### src/rtl/pcgen_multi_pkg.sv
// Shared fetch-path types and constants for the pcgen_multi front end.
package offnariscv_pkg;

  localparam int XLEN        = 32;
  localparam int DEF_EPOCH_W = 2;

  // Address/epoch pair as it travels from the PC generator to the IFU
  // (for the default epoch width).
  typedef struct packed {
    logic [XLEN-1:0]        pc;
    logic [DEF_EPOCH_W-1:0] epoch;
  } fetch_req_t;

endpackage

### src/rtl/pcgen_multi_arb.sv
// N-way fixed-priority arbiter: lowest-index request wins, one-hot grant.
module prio_arbiter #(
  parameter int N = 2
) (
  input  logic [N-1:0] req,
  output logic [N-1:0] gnt
);

  // Scan from the top down so the lowest-index requester overwrites the rest.
  always_comb begin
    gnt = '0;
    for (int i = N - 1; i >= 0; i--) begin
      if (req[i]) begin
        gnt    = '0;
        gnt[i] = 1'b1;
      end
    end
  end

endmodule

### src/rtl/pcgen_multi.sv
// Multi-source PC generator: arbitrates redirects, tags fetches with an
// epoch and throttles issue against a bounded number of outstanding fetches.
module pcgen_multi
  import offnariscv_pkg::*;
#(
  parameter logic [XLEN-1:0] RESET_VECTOR = '0,
  parameter int              NUM_REDIRECT = 2,
  parameter int              FETCH_BYTES  = 4,
  parameter int              EPOCH_W      = DEF_EPOCH_W,
  parameter int              MAX_INFLIGHT = 4
) (
  input  logic                         clk,
  input  logic                         rst,
  input  logic [NUM_REDIRECT-1:0]      redirect_tvalid,
  input  logic [NUM_REDIRECT*XLEN-1:0] redirect_tdata,
  output logic [NUM_REDIRECT-1:0]      redirect_tready,
  output logic                         next_pc_tvalid,
  input  logic                         next_pc_tready,
  output logic [XLEN-1:0]              next_pc_tdata,
  output logic [EPOCH_W-1:0]           next_pc_tuser,
  input  logic                         fetch_resp,
  output logic [EPOCH_W-1:0]           epoch,
  output logic                         invalidate
);

  localparam int IW = $clog2(MAX_INFLIGHT + 1);

  // Redirect targets only need to be instruction-aligned.
  function automatic logic [XLEN-1:0] align_target(input logic [XLEN-1:0] a);
    return a & ~XLEN'(3);
  endfunction

  // Sequential step: snap to the fetch beat and advance one beat (wraps).
  function automatic logic [XLEN-1:0] incr(input logic [XLEN-1:0] a);
    return (a & ~XLEN'(FETCH_BYTES - 1)) + XLEN'(FETCH_BYTES);
  endfunction

  logic [NUM_REDIRECT-1:0] req;
  logic [NUM_REDIRECT-1:0] gnt;
  logic [XLEN-1:0]         target;
  logic                    redir;
  logic [XLEN-1:0]         pc_sel;
  logic [EPOCH_W-1:0]      epoch_n;
  logic                    hs;
  logic [IW:0]             infl_pre;
  logic                    load;

  // p0: next address to issue
  logic [XLEN-1:0]         pc_p0;
  // p1: output slot presented to the IFU
  logic                    vld_p1;
  logic [XLEN-1:0]         addr_p1;
  logic [EPOCH_W-1:0]      ep_p1;
  // control state
  logic [EPOCH_W-1:0]      epoch_r;
  logic [IW-1:0]           infl_r;
  logic                    inv_r;

  // No grants are handed out while in reset.
  assign req = redirect_tvalid & {NUM_REDIRECT{~rst}};

  prio_arbiter #(.N(NUM_REDIRECT)) u_arb (
    .req (req),
    .gnt (gnt)
  );

  assign redirect_tready = gnt;
  assign redir           = |gnt;

  // Select the winning channel's target; the grant is one-hot so OR-ing is safe.
  always_comb begin
    target = '0;
    for (int i = 0; i < NUM_REDIRECT; i++) begin
      if (gnt[i]) target = target | redirect_tdata[i*XLEN +: XLEN];
    end
  end

  assign pc_sel  = redir ? align_target(target) : pc_p0;
  assign epoch_n = redir ? epoch_r + EPOCH_W'(1) : epoch_r;
  assign hs      = vld_p1 & next_pc_tready;

  // Projected outstanding count; a stray response at zero is ignored.
  always_comb begin
    infl_pre = {1'b0, infl_r} + (IW+1)'(hs);
    if (fetch_resp && (infl_pre != '0)) infl_pre = infl_pre - (IW+1)'(1);
  end

  assign load = (!vld_p1 || hs) && (infl_pre < (IW+1)'(MAX_INFLIGHT));

  // PC, output slot, epoch, credit counter and invalidate pulse.
  always_ff @(posedge clk) begin
    if (rst) begin
      pc_p0   <= RESET_VECTOR;
      vld_p1  <= 1'b0;
      addr_p1 <= '0;
      ep_p1   <= '0;
      epoch_r <= '0;
      infl_r  <= '0;
      inv_r   <= 1'b0;
    end else begin
      epoch_r <= epoch_n;
      infl_r  <= infl_pre[IW-1:0];
      inv_r   <= redir;
      if (load) begin
        vld_p1  <= 1'b1;
        addr_p1 <= pc_sel;
        ep_p1   <= epoch_n;
        pc_p0   <= incr(pc_sel);
      end else begin
        // A stalled beat keeps its address and epoch; redirects land in pc.
        pc_p0 <= pc_sel;
        if (hs) vld_p1 <= 1'b0;
      end
    end
  end

  assign next_pc_tvalid = vld_p1;
  assign next_pc_tdata  = addr_p1;
  assign next_pc_tuser  = ep_p1;
  assign epoch          = epoch_r;
  assign invalidate     = inv_r;

  // A response can only retire a fetch that was actually issued.
  a_no_resp_underflow: assert property (@(posedge clk) disable iff (rst)
    !(fetch_resp && (infl_r == '0)));

endmodule
### config.mk
export PLATFORM = sky130hd
export DESIGN_NAME = pcgen_multi
export DESIGN_NICKNAME = d
export VERILOG_FILES = /design/src/rtl/pcgen_multi_pkg.sv /design/src/rtl/pcgen_multi_arb.sv /design/src/rtl/pcgen_multi.sv
export SDC_FILE = /design/constraint.sdc
export NUM_CORES = 1
export LEC_CHECK = 0
export BUFFER_PORTS_ARGS = -buffer_cell sky130_fd_sc_hd__buf_2
export CAP_MARGIN = 30
export CORE_UTILIZATION = 53
export DETAILED_ROUTE_END_ITERATION = 7
export PLACE_DENSITY = 0.91
export SETUP_SLACK_MARGIN = 0.4
export SLEW_MARGIN = 5
export SYNTH_ARGS = -nofsm -noshare
export SYNTH_HDL_FRONTEND = slang
export SYNTH_SLANG_ARGS = --single-unit
### constraint.sdc
create_clock -name clk -period 3.95 [get_ports clk]
set_input_delay 0.79 -clock clk [delete_from_list [all_inputs] [get_ports clk]]
set_output_delay 0.79 -clock clk [all_outputs]
set_load 0.03 [all_outputs]
# Word-level counts from Yosys, hierarchy flattened
# Index checks and enable logic that the tools add are counted.
[word_totals]
ff_bits = 73
wordCells = 33
[classes]
magnitude_cmp = 1
n_mux = 10
n_reduce_logical = 7
n_addsub = 4
n_bitwise = 4
[ops]
columns = ["op", "n"]
rows = [
  ["$mux 32", 4],
  ["$add 32x3->32 const B", 1],
  ["$or 32x32->32", 1],
  ["$mux 2", 3],
  ["$add 3x1->4", 1],
  ["$lt 4x3->1 const B", 1],
  ["$mux 4", 1],
  ["$reduce_bool 4->1", 1],
  ["$sub 4x1->4 const B", 1],
  ["$add 2x1->2 const B", 1],
  ["$and 2x2->2", 1],
  ["$logic_and 1x1->1", 2],
  ["$mux 1", 2],
  ["$reduce_bool 2->1", 1],
  ["$reduce_or 2->1", 1],
  ["$and 1x1->1", 1],
  ["$logic_not 1->1", 1],
  ["$logic_or 1x1->1", 1],
  ["$not 1->1", 1],
]

# Logic depth before layout (Yosys ltp)
# Gate-level depths: netlist of run 1.
[logic_depth]
ltp_word = 10
ltp_mapped = 13
mapped_depth_nobuf = 11

# Modules after synthesis
# A second synthesis of run 1 with hierarchy kept.
[unflattened]
cells_unflattened = 434
area_unflattened_um2 = 3717.3
[by_module_without_submodules]
columns = ["module", "n_inst", "area_per_inst_um2", "cells_per_inst"]
rows = [
  ["pcgen_multi", 1, 3696.0, 432],
  ["prio_arbiter", 1, 21.3, 2],
]

# Worst setup path before layout of run 1
# Ideal clock, no wire load.
[synth_path]
kind = "in2reg"
start = "input next_pc_tready"
end = "register pc_p0[30]"
path_stages = 13
arrival_time_ns = 3.539
n_path_buf = 2
setup_time_ns = 0.123
path_slack_ns = 0.288
cell_sequence = "and2_1 > ha_1 > ha_1 > inv_1 > ha_1 > nor4b_1 > mux2i_1 > o32a_1 > buf_6 > or3_4 > buf_6 > nor4_2 > mux2_1"
[synth_between]
elab_chain_cells = 8
word_cells_on_any_way = 10
cone_classes = "2 x add/sub; 1 x order compare; 2 x mux; 1 x bitwise; 4 x reduce/logical"
[synth_lines]
columns = ["item", "line", "text"]
rows = [
  ["start: declaration", "pcgen_multi.sv:18", "input logic next_pc_tready,"],
  ["$and 1x1->1 (*)", "pcgen_multi.sv:80", "assign hs = vld_p1 & next_pc_tready;"],
  ["branches (longest 5 deep; another with $add 3x1->4)", "-", ""],
  ["$logic_and 1x1->1 (*)", "pcgen_multi.sv:88", "assign load = (!vld_p1 || hs) && (infl_pre < (IW+1)'(MAX_INFLIGHT));"],
  ["$mux 32 (*)", "pcgen_multi.sv:104", "if (load) begin"],
  ["end signal: assignment", "pcgen_multi.sv:108", "pc_p0 <= incr(pc_sel);"],
  ["end signal: assignment", "pcgen_multi.sv:111", "pc_p0 <= pc_sel;"],
  ["end: declaration", "pcgen_multi.sv:49", "logic [XLEN-1:0] pc_p0;"],
]
# Every way passes the cells marked *.
# A chain may end at the register's enable or synchronous reset.

# Worst setup path after layout of run 1
# Same ends and word-level chain as after synthesis.

==> flow_summary.ini, run 1 <==
[layout]
antenna_cells = 0
fillers = 666
areaGrowthSynthToFinish_pct = 17.46
layout-drive-gt1-share = 0.3032
most-common-layout-cells = 104 x buf_2, 73 x dfxtp_1, 58 x nand2_1, 42 x nor2_1, 42 x a21oi_1
mostFrequentLayoutCell = buf_2
final_util = 0.6418
final_nets = 656

[worst_setup_path]
rr_endpoint = pc_p0[30]
crit_required_ns = 4.20
cp-end-kind = register
crit_arrival_ns = 3.53
rr_startpoint = next_pc_tvalid
critical_path_class = in -> reg
cp-start-kind = primary input
path_max_fanout = 12
crit_path_start = next_pc_tready
ff2ff_setup_slack_ns = 0.90
slowest_delay_ns = 0.47
cpMaxStageDelayCell = or3_4
timing.critical_path.to = pc_p0[30]
critPathMostFrequentCell = ha_2
path_cells = buf_2 -> and2_1 -> ha_2 -> ha_4 -> inv_1 -> ha_2 -> nor4b_2 -> mux2i_1 -> o32a_1 -> or3_4 -> nor4_2 -> mux2_1
reg2reg_depth = 11

[timing]
clock_skew_ns = 0.01045
rsz0062_at_grt = no
setup_viol = 0
tns_ns = 0
min_period_ns = 3.287
fin_crit_sh = 0.8321
relSlewSlack = 0.5414
slew_violations = 0
finalHoldViolations = 0
timing.fmax_mhz = 304.3
timing.final.ws_setup_ns = 0.6634
tightest_slew_ns = 0.6838

[placement]
place_congestion = 0.8797
port_buffers = 105
detailed_place_hpwl_um = 7714
preCtsSetupSlack_ns = 0.2494

[yosys]
yosys_warnings = 0
synth_xor_area_frac = 0.02085
syn_area_per_cell_um2 = 8.537
synth_compound_area_frac = 0.2067
synth_nets = 566
synthCells = 492
yosysTopAreaCell = dfxtp_1
synthMuxAreaShare = 0.01489
synthTopCellsByArea = dfxtp_1 35%, nand2_1 5.2%, a21oi_1 5.0%
seq_area_frac_synth = 0.3479
synth.distinct_cells = 64
ys_seq_elements = 73
syn_area_um2 = 4200
async_flop_share = 0
synth_top_area_frac = 0.3479
synth_edf_count = 0
synth-simple-area-share = 0.3092
synth_top_family_by_area = simple AND/OR/NAND/NOR gates
synthAdderAreaFrac = 0.01192
synth_flop_cell = dfxtp_1

[outcome]
status = finished, final reports clean

[route]
drtIter0Drc = 282
viasPerCell = 5.972
vias = 4115
avgRoutedWirePerCell_um = 15.92
wirelength_um = 10970
drc = 0
first_pass_iters = 5
route.antenna.remaining_nets = 0

[grt]
grt_start_max_net_pins = 87
track_usage = 0.2633
grt_pass1_vias = 3801
antenna_found_initial = 0
grt_overflow_total = 0
grt_pass1_wl_um = 17460

[clock_network]
post_cts_buffers = 0
path_clk_slew_ns = 0.08
clockBufferDepth = 2
cts_tree = done
cts_sinks = 73
cts-hold-fix-buffers = 0
h-tree-depth = 3
cts_resized = 0
cts_buffers = 9
clk_latency_ns = 0.36
cts_root_buf = clkbuf_8

[die]
die_x_um = 91.02
initial_core_util = 0.5464
die_h_um = 91.02
ios = 110
row_count = 32
fp.coreArea_um2 = 7687
die_area_um2 = 8285

[power]
cellPowerDensity_nw_per_um2 = 523.8
p_leak_nw = 2.012
max-vdd-ir-drop_mv = 0.3689

[run]
cap_violations = 0

[worst_hold_path]
min-delay-path-class = reg -> reg
==> metal layers <==
metal	part of all wire	track usage	vias to the layer above	wire (um)
met1	0.41	0.3083	1938	4474
met2	0.50	0.4571	178	5456
met3	0.064	0.04774	32	705
met4	0.030	0.1376	0	333
met5	0	0	-	0
li1	-	-	1967	-
==> cell families after synthesis <==
kind of cell	count (synthesis)
multiplexers	6
XOR/XNOR	10
AND/OR/NAND/NOR	221
AO/OA/AOI/OAI	112
buffers and inverters	66
flip-flops	73
adder cells (fa/ha/maj)	4
==> worst min path at each step <==
stage                      startpoint                end  slack, ns  depth (start not counted)
floorplan                    pc_p0[0]   next_pc_tdata[0]       0.44                          2
global placement    next_pc_tdata[12]  next_pc_tdata[12]       0.44                          2
detailed placement  next_pc_tdata[21]  next_pc_tdata[21]       0.44                          2
CTS                 next_pc_tdata[21]  next_pc_tdata[21]       0.46                          2
global route        next_pc_tdata[12]  next_pc_tdata[12]       0.48                          2
finish              next_pc_tdata[21]  next_pc_tdata[21]       0.45                          2
==> worst max-delay path, delay by kind of cell <==
family,cells,cell delay [ns]
fa+ha+maj,3,0.68
simple gates,4,1.17
buf+inv,2,0.14
mux,2,0.53
compound gates,1,0.21
==> cell type report <==
cell class                      instances  area (um2)  area share
Clock buffer                            9       123.9     0.02511
Clock inverter                          7       71.32     0.01446
Inverter                               25       93.84     0.01902
Multi-Input combinational cell        353        2402      0.4869
Sequential cell                        73        1461      0.2962
Tap cell                              102       127.6     0.02587
Timing Repair Buffer                  120       653.1      0.1324
==> sequential cells by signal (all words and copies together) (netlist names) <==
signal          flops
infl_r              3
pc_p0              32
next_pc_tvalid      1
epoch               2
next_pc_tuser       2
next_pc_tdata      32
invalidate          1
==> power by group <==
part	switching [mW]	internal, mW	leakage [nW]
clock	0.298	0.290	0.0912
combinational	0.690	0.359	1.32
sequential	0.0719	0.875	0.603
total	1.06	1.52	2.01
==> stage by stage <==
stage | hold slack (ns) | power (mW) | area (um2) | cells
CTS | 0.4550 | 2.584 | 4933 | 689
global route | 0.4761 | 2.714 | 4933 | 689
floorplan | 0.4435 | 1.729 | 4224 | 492
detailed placement | 0.4443 | 2.002 | 4738 | 673
global placement | 0.4370 | 1.958 | 4738 | 673
finish | 0.4504 | 2.584 | 4933 | 689
==> synth_stat cells, types with 9 or more instances <==
master,count
a211oi_1,14
a211oi_2,11
a21oi_1,42
buf_6,12
clkbuf_1,16
dfxtp_1,73
inv_1,25
nand2_1,58
nand3_1,11
nand4_1,11
nor2_1,42
nor3_1,9
nor3b_1,17
nor4b_1,19
o21ai_0,10
Note: power is estimated with default switching activity, not from simulation.
==> run 2, diff against run 1 <==
--- a/config.mk
+++ b/config.mk
@@ -7,9 +7,9 @@
 export LEC_CHECK = 0
 export BUFFER_PORTS_ARGS = -buffer_cell sky130_fd_sc_hd__buf_2
 export CAP_MARGIN = 30
-export CORE_UTILIZATION = 53
+export CORE_UTILIZATION = 48
 export DETAILED_ROUTE_END_ITERATION = 7
-export PLACE_DENSITY = 0.91
+export PLACE_DENSITY = 0.88
 export SETUP_SLACK_MARGIN = 0.4
 export SLEW_MARGIN = 5
 export SYNTH_ARGS = -nofsm -noshare
==> constraint.sdc (replaced) <==
create_clock -name clk -period 2.7 [get_ports clk]
set_input_delay 0.54 -clock clk [delete_from_list [all_inputs] [get_ports clk]]
set_output_delay 0.54 -clock clk [all_outputs]
set_load 0.03 [all_outputs]
==> flow_summary.ini, run 2 (synthesis results as in run 1) <==
[layout]
areaGrowthSynthToFinish_pct = 51.62
final_nets = 752
most-common-layout-cells = 104 x buf_2, 78 x buf_4, 72 x dfxtp_1, 39 x nor2_1, 38 x nand2_1
final-seq-area_um2 = 1463
final_util = 0.7636
antenna_cells = 0
layout-drive-gt1-share = 0.4949
fillers = 515
multi_input_area_um2 = 2809
stdcell_area_um2 = 6369
mostFrequentLayoutCell = buf_2

[timing]
min_period_ns = 2.888
tightest_slew_ns = 0.6694
finalHoldViolations = 0
slew_violations = 0
timing.final.ws_setup_ns = -0.1880
whs_ns = 0.4760
clock_skew_ns = 0.007796
tns_ns = -1.593
relSlewSlack = 0.5537
timing.fmax_mhz = 346.3
fin_crit_sh = 1.070
rsz0062_at_grt = yes
setup_viol = 18

[worst_setup_path]
cp-end-kind = register
rr_endpoint = pc_p0[10]
critical_path_class = reg -> reg
path_cells = and2_4 -> ha_4 -> ha_4 -> inv_2 -> ha_4 -> nor4b_2 -> mux2i_1 -> o32a_1 -> buf_4 -> buf_6 -> buf_12 -> nor3_4 -> buf_6 -> nand4_1 -> a21oi_1
critPathMostFrequentCell = ha_4
crit_arrival_ns = 3.17
ff2ff_setup_slack_ns = -0.19
rr_startpoint = next_pc_tvalid
path_max_fanout = 8
cp-start-kind = register
crit_required_ns = 2.98
reg2reg_depth = 15
cpMaxStageDelayCell = dfxtp_2
slowest_delay_ns = 0.33

[run]
cap_violations = 0

[route]
avgRoutedWirePerCell_um = 20.06
wirelength_um = 15810
first_pass_iters = 7
drc = 0
drtIter0Drc = 321
route.antenna.remaining_nets = 0
viasPerCell = 6.115
vias = 4819

[outcome]
status = finished with violations
violations = negative setup slack

[clock_network]
cts_root_buf = clkbuf_8
cts-hold-fix-buffers = 0
clockBufferDepth = 2
cts_tree = done
clk_latency_ns = 0.37
cts_buffers = 9
cts_sinks = 73
h-tree-depth = 3
path_clk_slew_ns = 0.08

[grt]
grt_pass1_vias = 4434
track_usage = 0.2978
grt_pass1_wl_um = 20690
grt_overflow_total = 0
grt_start_max_net_pins = 39
antenna_found_initial = 0

[placement]
place_congestion = 0.8818
port_buffers = 105
place_area_um2 = 5363
preCtsSetupSlack_ns = -0.4641
detailed_place_hpwl_um = 9076

[die]
die_x_um = 95.55
row_count = 33
ios = 110
initial_core_util = 0.5036
die_h_um = 95.55
fp.coreArea_um2 = 8341
die_area_um2 = 9129

[worst_hold_path]
holdCritStartpoint = next_pc_tdata[3]
min-delay-path-class = reg -> reg
holdPathEnd = next_pc_tdata[3]
hold_depth = 2

[power]
max-vdd-ir-drop_mv = 0.4348
cellPowerDensity_nw_per_um2 = 832.3
p_leak_nw = 2.760
run 2: cell count changes in the layout (fill, tap and decap cells not counted), moves of 8 or more:
| cell | delta |
|---|---|
| nand2_1 | -20 |
| buf_4 | +63 |
| a21oi_2 | +17 |
| buf_6 | +15 |
| nand2_4 | +9 |
| a21oi_1 | -17 |
| nand2_2 | +11 |
| buf_12 | +8 |
run 2: metal layers:
layer	routed length [um]	global-route usage	vias to the layer above
met5	0	0	-
met4	799	0.1418	0
met3	1145	0.07735	80
met2	8203	0.5327	271
met1	5662	0.3258	2312
li1	-	-	2156
run 2: critical path: cells and delay by family, from the launching register on:
family                   cells  cell delay (ns)
flip-flops                   1             0.33
adder cells (fa/ha/maj)      3             0.60
AO/OA/AOI/OAI                2             0.44
AND/OR/NAND/NOR              4             0.67
buffers and inverters        5             0.61
multiplexers                 1             0.16
run 2: layout make-up:
type                            count  area share
Clock inverter                      3    0.006287
Clock buffer                       13     0.02338
Timing Repair Buffer              216      0.2642
Multi-Input combinational cell    353      0.4411
Inverter                           25     0.01473
Tap cell                          105     0.02063
Sequential cell                    73      0.2297
run 2: worst max path at each step:
stage                     cells after the start  slack, ns      startpoint        end
after floorplan                              13      -0.37  next_pc_tready  pc_p0[30]
after global placement                       12      -0.38  next_pc_tready  pc_p0[16]
after detailed placement                     12      -0.46  next_pc_tready  pc_p0[22]
after CTS                                    11      -0.07  next_pc_tvalid  pc_p0[22]
after global routing                         15      -0.34  next_pc_tvalid  pc_p0[10]
final                                        15      -0.19  next_pc_tvalid  pc_p0[10]
run 2: stage by stage:
step / cells / power, mW
after floorplan: 492 / 2.620
after global placement: 745 / 3.100
after detailed placement: 745 / 3.171
after CTS: 775 / 4.547
after global routing: 788 / 5.495
final: 788 / 5.300
run 2: where the power goes:
part           internal, mW  switching [mW]
logic                  1.44            1.57
registers              1.28           0.130
clock network         0.451           0.428
total                  3.17            2.13
run 2: what timing repair did:
| item | 4_1_cts | 5_1_grt |
|---|---|---|
| gates resized for setup | 27 | 89 |
| pin swaps | 23 | 38 |
| endpoints found under the setup margin | 64 | 67 |
| hold endpoints to repair | 0 | 0 |
| cloned | 5 | 2 |
| buffers inserted | 9 | 11 |
